`src/rtl/bcd_pkg.sv`:
```
`default_nettype none
// ============================================================================
// Module   : bcd_pkg
// Purpose  : Shared encodings and constants for the BCD operand entry path.
// Revision : 1.0 - initial release
// ============================================================================
package bcd_pkg;

    localparam int         NIBBLE_W = 4;
    localparam logic [3:0] BCD_MAX  = 4'd9;

    // Step codes double as the LED display value.
    typedef enum logic [2:0] {
        X_TENS = 3'd0,
        X_ONES = 3'd1,
        Y_TENS = 3'd2,
        Y_ONES = 3'd3,
        DONE   = 3'd4
    } state_t;

endpackage
`default_nettype wire

```
`src/rtl/key_debounce.sv`:
```
`default_nettype none
// ============================================================================
// Module   : key_debounce
// Purpose  : Synchronizes and debounces an active-low key; strobes on press.
// Revision : 1.0 - initial release
// ============================================================================
module key_debounce #(
    parameter int DEBOUNCE_CYCLES = 500000
) (
    input  logic clk,
    input  logic rst,
    input  logic i_raw_n,
    output logic o_level,
    output logic o_fall
);

    localparam int c_cnt_w = (DEBOUNCE_CYCLES > 1) ? $clog2(DEBOUNCE_CYCLES) : 1;
    localparam logic [c_cnt_w-1:0] c_cnt_max = c_cnt_w'(DEBOUNCE_CYCLES - 1);

    logic [1:0]         r_sync;
    logic               r_level;
    logic               r_fall;
    logic [c_cnt_w-1:0] r_cnt;

    always_ff @(posedge clk) begin
        if (rst) begin
            r_sync  <= 2'b11;
            r_level <= 1'b1;
            r_fall  <= 1'b0;
            r_cnt   <= '0;
        end else begin
            r_sync <= {r_sync[0], i_raw_n};
            r_fall <= 1'b0;
            if (r_sync[1] == r_level) begin
                r_cnt <= '0;
            end else if (r_cnt == c_cnt_max) begin
                // Counter holds at max; it clears once the levels agree again.
                r_level <= r_sync[1];
                r_fall  <= ~r_sync[1];
            end else begin
                r_cnt <= r_cnt + 1'b1;
            end
        end
    end

    assign o_level = r_level;
    assign o_fall  = r_fall;

endmodule
`default_nettype wire

```
`src/rtl/bcd_operand_entry.sv`:
```
`default_nettype none
// ============================================================================
// Module   : bcd_operand_entry
// Purpose  : Keyed entry of two 2-digit BCD operands for the adder stage.
// Revision : 1.0 - initial release
// ============================================================================
module bcd_operand_entry
    import bcd_pkg::*;
#(
    parameter int DEBOUNCE_CYCLES = 500000
) (
    input  logic       CLOCK_50,
    input  logic       reset,
    input  logic [0:3] digit_in,
    input  logic       enter_n,
    output logic [0:7] x_bcd,
    output logic [0:7] y_bcd,
    output logic       valid,
    output logic       err,
    output logic [0:2] step
);

    logic   w_level;
    logic   w_fall;
    logic   w_press;
    logic   w_digit_ok;

    state_t                 r_state, w_state_nxt;
    logic [0:2*NIBBLE_W-1]  r_x, r_y, w_x_nxt, w_y_nxt;
    logic                   r_err, w_err_nxt;
    logic                   r_valid;

    key_debounce #(
        .DEBOUNCE_CYCLES (DEBOUNCE_CYCLES)
    ) u_key_debounce (
        .clk     (CLOCK_50),
        .rst     (reset),
        .i_raw_n (enter_n),
        .o_level (w_level),
        .o_fall  (w_fall)
    );

    assign w_press    = w_fall & ~w_level;
    assign w_digit_ok = (digit_in <= BCD_MAX);

    always_ff @(posedge CLOCK_50) begin
        if (reset) begin
            r_state <= X_TENS;
            r_x     <= '0;
            r_y     <= '0;
            r_err   <= 1'b0;
            r_valid <= 1'b0;
        end else begin
            r_state <= w_state_nxt;
            r_x     <= w_x_nxt;
            r_y     <= w_y_nxt;
            r_err   <= w_err_nxt;
            r_valid <= (w_state_nxt == DONE);
        end
    end

    always_comb begin
        w_state_nxt = r_state;
        w_x_nxt     = r_x;
        w_y_nxt     = r_y;
        w_err_nxt   = r_err;
        case (r_state)
            X_TENS, X_ONES, Y_TENS, Y_ONES: begin
                if (w_press) begin
                    if (w_digit_ok) begin
                        w_err_nxt = 1'b0;
                        case (r_state)
                            X_TENS:  begin w_x_nxt[0:3] = digit_in; w_state_nxt = X_ONES; end
                            X_ONES:  begin w_x_nxt[4:7] = digit_in; w_state_nxt = Y_TENS; end
                            Y_TENS:  begin w_y_nxt[0:3] = digit_in; w_state_nxt = Y_ONES; end
                            default: begin w_y_nxt[4:7] = digit_in; w_state_nxt = DONE;   end
                        endcase
                    end else begin
                        w_err_nxt = 1'b1;
                    end
                end
            end
            DONE: begin
                // Any press starts a fresh entry; the switch value is not used.
                if (w_press) begin
                    w_state_nxt = X_TENS;
                    w_x_nxt     = '0;
                    w_y_nxt     = '0;
                    w_err_nxt   = 1'b0;
                end
            end
            default: w_state_nxt = X_TENS;
        endcase
    end

    assign x_bcd = r_x;
    assign y_bcd = r_y;
    assign err   = r_err;
    assign valid = r_valid;
    assign step  = r_state;

endmodule
`default_nettype wire

```
`config.mk`:
```
export PLATFORM = sky130hd
export DESIGN_NAME = bcd_operand_entry
export DESIGN_NICKNAME = d
export VERILOG_FILES = /design/src/rtl/bcd_pkg.sv /design/src/rtl/key_debounce.sv /design/src/rtl/bcd_operand_entry.sv
export SDC_FILE = /design/constraint.sdc
export NUM_CORES = 1
export LEC_CHECK = 0
export CELL_PAD_IN_SITES_DETAIL_PLACEMENT = 1
export CELL_PAD_IN_SITES_GLOBAL_PLACEMENT = 1
export CORE_ASPECT_RATIO = 0.8
export CORE_UTILIZATION = 37
export CTS_BUF_LIST = sky130_fd_sc_hd__clkbuf_8
export CTS_CLUSTER_DIAMETER = 120
export DETAILED_ROUTE_END_ITERATION = 10
export GPL_TIMING_DRIVEN = 0
export PLACE_DENSITY_LB_ADDON = 0.1
export SYNTH_ARGS = -nofsm -noshare
export SYNTH_HDL_FRONTEND = slang
export SYNTH_SLANG_ARGS = --single-unit
```
`constraint.sdc`:
```
create_clock -name CLOCK_50 -period 3 [get_ports CLOCK_50]
set_input_delay 0.3 -clock CLOCK_50 [delete_from_list [all_inputs] [get_ports CLOCK_50]]
set_output_delay 0.3 -clock CLOCK_50 [all_outputs]
set_load 0.01 [all_outputs]
```
==> results by group <==
Run status
  • Result of the run: complete, no violations

Timing
  • Unrepaired setup endpoints after global routing: false
  • Setup TNS after final layout: 0 ns
  • Number of setup violations in the final report: 0
  • Final hold viol count: 0
  • Post-route worst setup slack: 0.834 ns
  • Final number of max-transition violations: 0
  • Hold Worst Slack: around 0.42 ns
  • Final period utilization: about 72%
  • Minimum period implied by the final worst setup slack: 2.17 ns
  • Least-Margin Pin Slew: 0.687 ns
  • Worst-case headroom to the max-slew limit: a little over half
  • Peak clock frequency supported by timing: 462 MHz
  • Worst setup skew after layout: 0.00699 ns

Clocking
  • Post CTS Setup Buffer Count: 0
  • Clock slew at reported path FFs: roughly 0.09 ns
  • Hold_buf cts: 0
  • # clock sinks: 44
  • Insertion delay of the later-clocked pin in the worst-skew pair: ~0.3 ns
  • Maximum number of buffers from clock root to sink: 2
  • Number of buffers added by the clock tree synthesis step: 5
  • Cells resized by post-CTS repair: 0
  • CTS HTree Levels: 2
  • TritonCTS clock tree: done
  • Clock root buffer: sky130_fd_sc_hd__clkbuf_8

Critical path
  • Startpoint types: flip-flop
  • Worst reg2reg setup slack: 0.83 ns
  • Worst Path Required: around 3.2 ns
  • Critical-path maximum fanout: 8
  • Arr. time, crit path: around 2.4 ns
  • Reg2reg end: u_key_debounce.r_cnt[16]$_SDFFE_PP0P_
  • CP Capture Type: flip-flop
  • Type of the worst setup path: flip-flop to flip-flop
  • Register-to-Register Path Depth: 6
  • Worst flop-to-flop path startpoint: u_key_debounce.r_cnt[0]$_SDFFE_PP0P_

Cells and area
  • Layout overhead on the synthesized area: 23.9%
  • Share of cells above drive strength 1: 7.81%
  • Non-filler cells in the finished layout: 316
  • Diode count: 0
  • Net count, final: 263

Routing
  • Number of vias in the routed layout: around 1700
  • Final routed wire length divided by cell count: around 15 um
  • Remaining antenna violation count after routing: 0
  • Drt pass-1 iters: 4
  • DRC violation count after routing: 0
  • Via density: roughly 5.4
  • First-iteration detailed-routing DRC count: 56
  • Final wirelength: 4830 um

Floorplan
  • Starting utilization of the core area: about 40%
  • Standard cell core area: between 0.004 and 0.005 mm2
  • Height of the die: 66.3 um
  • Count of pins on the block boundary: 28
  • Floorplan row count: 22
  • Overall die width: between 80 and 90 um
  • Die area: between 0.005 and 0.006 mm2

Logic synthesis
  • Post-synthesis area per instance: approximately 8.6 um2
  • Netlist area before placement: 0.00191 mm2
  • Number of storage elements in the synthesis netlist: 44
  • Proportion of register bits with asynchronous set or reset after synthesis: 0%
  • Biggest area consumer among synthesized cells: sky130_fd_sc_hd__dfxtp_1
  • Cell count after synthesis: 222
  • Count leader, synth: sky130_fd_sc_hd__dfxtp_1
  • Leading cell types by total area after synthesis: sky130_fd_sc_hd__dfxtp_1, sky130_fd_sc_hd__a21oi_1, sky130_fd_sc_hd__o21ai_0
  • Cell types with the highest counts after synthesis: sky130_fd_sc_hd__dfxtp_1, sky130_fd_sc_hd__nor2_1, sky130_fd_sc_hd__a21oi_1
  • Most used flip-flop cell after synthesis: sky130_fd_sc_hd__dfxtp_1
  • Number of synthesized flops with an enable pin: 0
  • Warnings from Yosys: 0
  • Distinct cell type count of the synthesized netlist: 37
  • Fraction of the yosys area taken by sequential cells: roughly 46%
  • Yosys top cell area share: between 40% and 50%
  • Syn_nets: between 200 and 250

Place
  • Final HPWL DP: between 3000 and 4000 um
  • Worst setup timing slack at the placement stage: ~0.86 ns
  • Placed cell count: approximately 310
  • Final estimated routing congestion in global placement: 0.744
  • IO buf count: 26

Hold path
  • Number of instances on the worst hold path: 2
  • Type of the most critical hold path: input pin to flip-flop
  • Startpoint of the tightest hold check path: reset
  • Worst Hold Path EP: step[2]$_SDFF_PP0_

Global route
  • Global route total overflow: 0
  • Overall fraction of global-route tracks in use: approximately a fifth
  • Via count of the first global-routing pass: 1671
  • Global-route wire length before repair: 8130 um
  • Global-route layer with the greatest usage: met1
  • Largest net degree at the start of global routing: 15
  • Initial antenna violation count: 0
  • Met2 Track Usage GR: about 28%
  • Met1 track demand over resource in global routing: between 30 and 40%
  • Met3 routing resource usage after global routing: slightly below 5%

Pwr
  • Static Leak: slightly above 0.8 nW
  • Power density over cell area: 464 mW/mm2
  • Final total power: ~1.1 mW
  • Maximum vdd ir drop: 0.000305 V

Job
  • Count of max-cap constraint violations: 0
## placed cells by master, fill, tap and decap left out, types with 2 or more instances in the layout
cell / synthesis / final
sky130_fd_sc_hd__mux2i_1: 9 / 9
sky130_fd_sc_hd__or4_1: 3 / 3
sky130_fd_sc_hd__nor4b_1: 2 / 2
sky130_fd_sc_hd__and4_1: 2 / 2
sky130_fd_sc_hd__xnor2_1: 6 / 6
sky130_fd_sc_hd__nor3_1: 10 / 10
sky130_fd_sc_hd__inv_1: 3 / 3
sky130_fd_sc_hd__o21ai_0: 19 / 19
sky130_fd_sc_hd__or3_1: 3 / 3
sky130_fd_sc_hd__nand2_1: 16 / 16
sky130_fd_sc_hd__nor2_1: 21 / 21
sky130_fd_sc_hd__and3_1: 2 / 2
sky130_fd_sc_hd__clkdlybuf4s50_1: 0 / 26
sky130_fd_sc_hd__or2_2: 3 / 3
sky130_fd_sc_hd__nand2b_1: 3 / 3
sky130_fd_sc_hd__a21oi_1: 20 / 20
sky130_fd_sc_hd__o211ai_1: 3 / 3
sky130_fd_sc_hd__clkbuf_8: 0 / 6
sky130_fd_sc_hd__and3_2: 3 / 3
sky130_fd_sc_hd__nand3_1: 10 / 10
sky130_fd_sc_hd__dfxtp_1: 44 / 44
sky130_fd_sc_hd__nor2b_1: 7 / 7
sky130_fd_sc_hd__nand4_1: 2 / 2
sky130_fd_sc_hd__clkbuf_1: 9 / 9
sky130_fd_sc_hd__a31oi_1: 4 / 4
sky130_fd_sc_hd__xor2_1: 3 / 3
sky130_fd_sc_hd__or3_2: 3 / 3
## critical path, cell delays in order (launching register included)
cell	delay (ns)
sky130_fd_sc_hd__dfxtp_1	0.43
sky130_fd_sc_hd__ha_1	0.28
sky130_fd_sc_hd__nand2_1	0.16
sky130_fd_sc_hd__or4_1	0.54
sky130_fd_sc_hd__clkbuf_1	0.19
sky130_fd_sc_hd__or3_1	0.36
sky130_fd_sc_hd__a21oi_1	0.14
## stage by stage
stage	cell area, um2	utilization (%)
6_report	2370	49.7
3_5_place_dp	2240	47.1
4_1_cts	2370	49.7
3_3_place_gp	2240	47.1
5_1_grt	2370	49.7
2_1_floorplan	1910	-
## logic make-up after synthesis
group / after synthesis / synth area share [%]
AO/OA/AOI/OAI: 50 / 14.2
XOR/XNOR: 9 / 4.13
adder cells (fa/ha/maj): 1 / 0.655
buffers and inverters: 13 / 2.95
flip-flops: 44 / 46.1
multiplexers: 9 / 4.72
AND/OR/NAND/NOR: 96 / 27.3
## report_power, final
group	switching (mW)	internal, mW
combinational	0.0170	0.0110
sequential	0.00141	0.585
clock	0.211	0.273
total	0.230	0.869
## how the worst max path moves through the flow
stage / start / cells after the start / end / slack, ns
after floorplan: u_key_debounce.r_cnt[0]$_SDFFE_PP0P_ / 6 / u_key_debounce.r_cnt[18]$_SDFFE_PP0P_ / 1.15
after global placement: u_key_debounce.r_cnt[0]$_SDFFE_PP0P_ / 6 / u_key_debounce.r_cnt[18]$_SDFFE_PP0P_ / 0.88
after detailed placement: u_key_debounce.r_cnt[0]$_SDFFE_PP0P_ / 6 / u_key_debounce.r_cnt[14]$_SDFFE_PP0P_ / 0.86
after CTS: u_key_debounce.r_cnt[0]$_SDFFE_PP0P_ / 6 / u_key_debounce.r_cnt[16]$_SDFFE_PP0P_ / 0.84
after global routing: u_key_debounce.r_cnt[0]$_SDFFE_PP0P_ / 6 / u_key_debounce.r_cnt[16]$_SDFFE_PP0P_ / 0.66
final: u_key_debounce.r_cnt[0]$_SDFFE_PP0P_ / 6 / u_key_debounce.r_cnt[16]$_SDFFE_PP0P_ / 0.83
## flip-flops by register name, indices dropped and copies added (netlist names)
register,count
u_key_debounce.o_fall,1
err,1
x_bcd,8
step,3
y_bcd,8
u_key_debounce.r_sync,2
u_key_debounce.o_level,1
valid,1
u_key_debounce.r_cnt,19
## cell type report
class	count	area, um2
plain buffers	10	45.0
clock buffers	6	82.6
clock inverters	2	38.8
fillers	594	2400
inverters	3	11.3
multi-input cells	165	972
flip-flops and latches	44	881
well taps	60	75.1
repair buffers	26	260
## metal layers
metal	up-vias	wire length (um)	share of wire (%)
met5	-	0	0
met4	0	34	0.70
met3	5	291	6.0
met2	36	1860	39
met1	800	2640	55
li1	852	-	-
(Power assumes the default switching activity.)
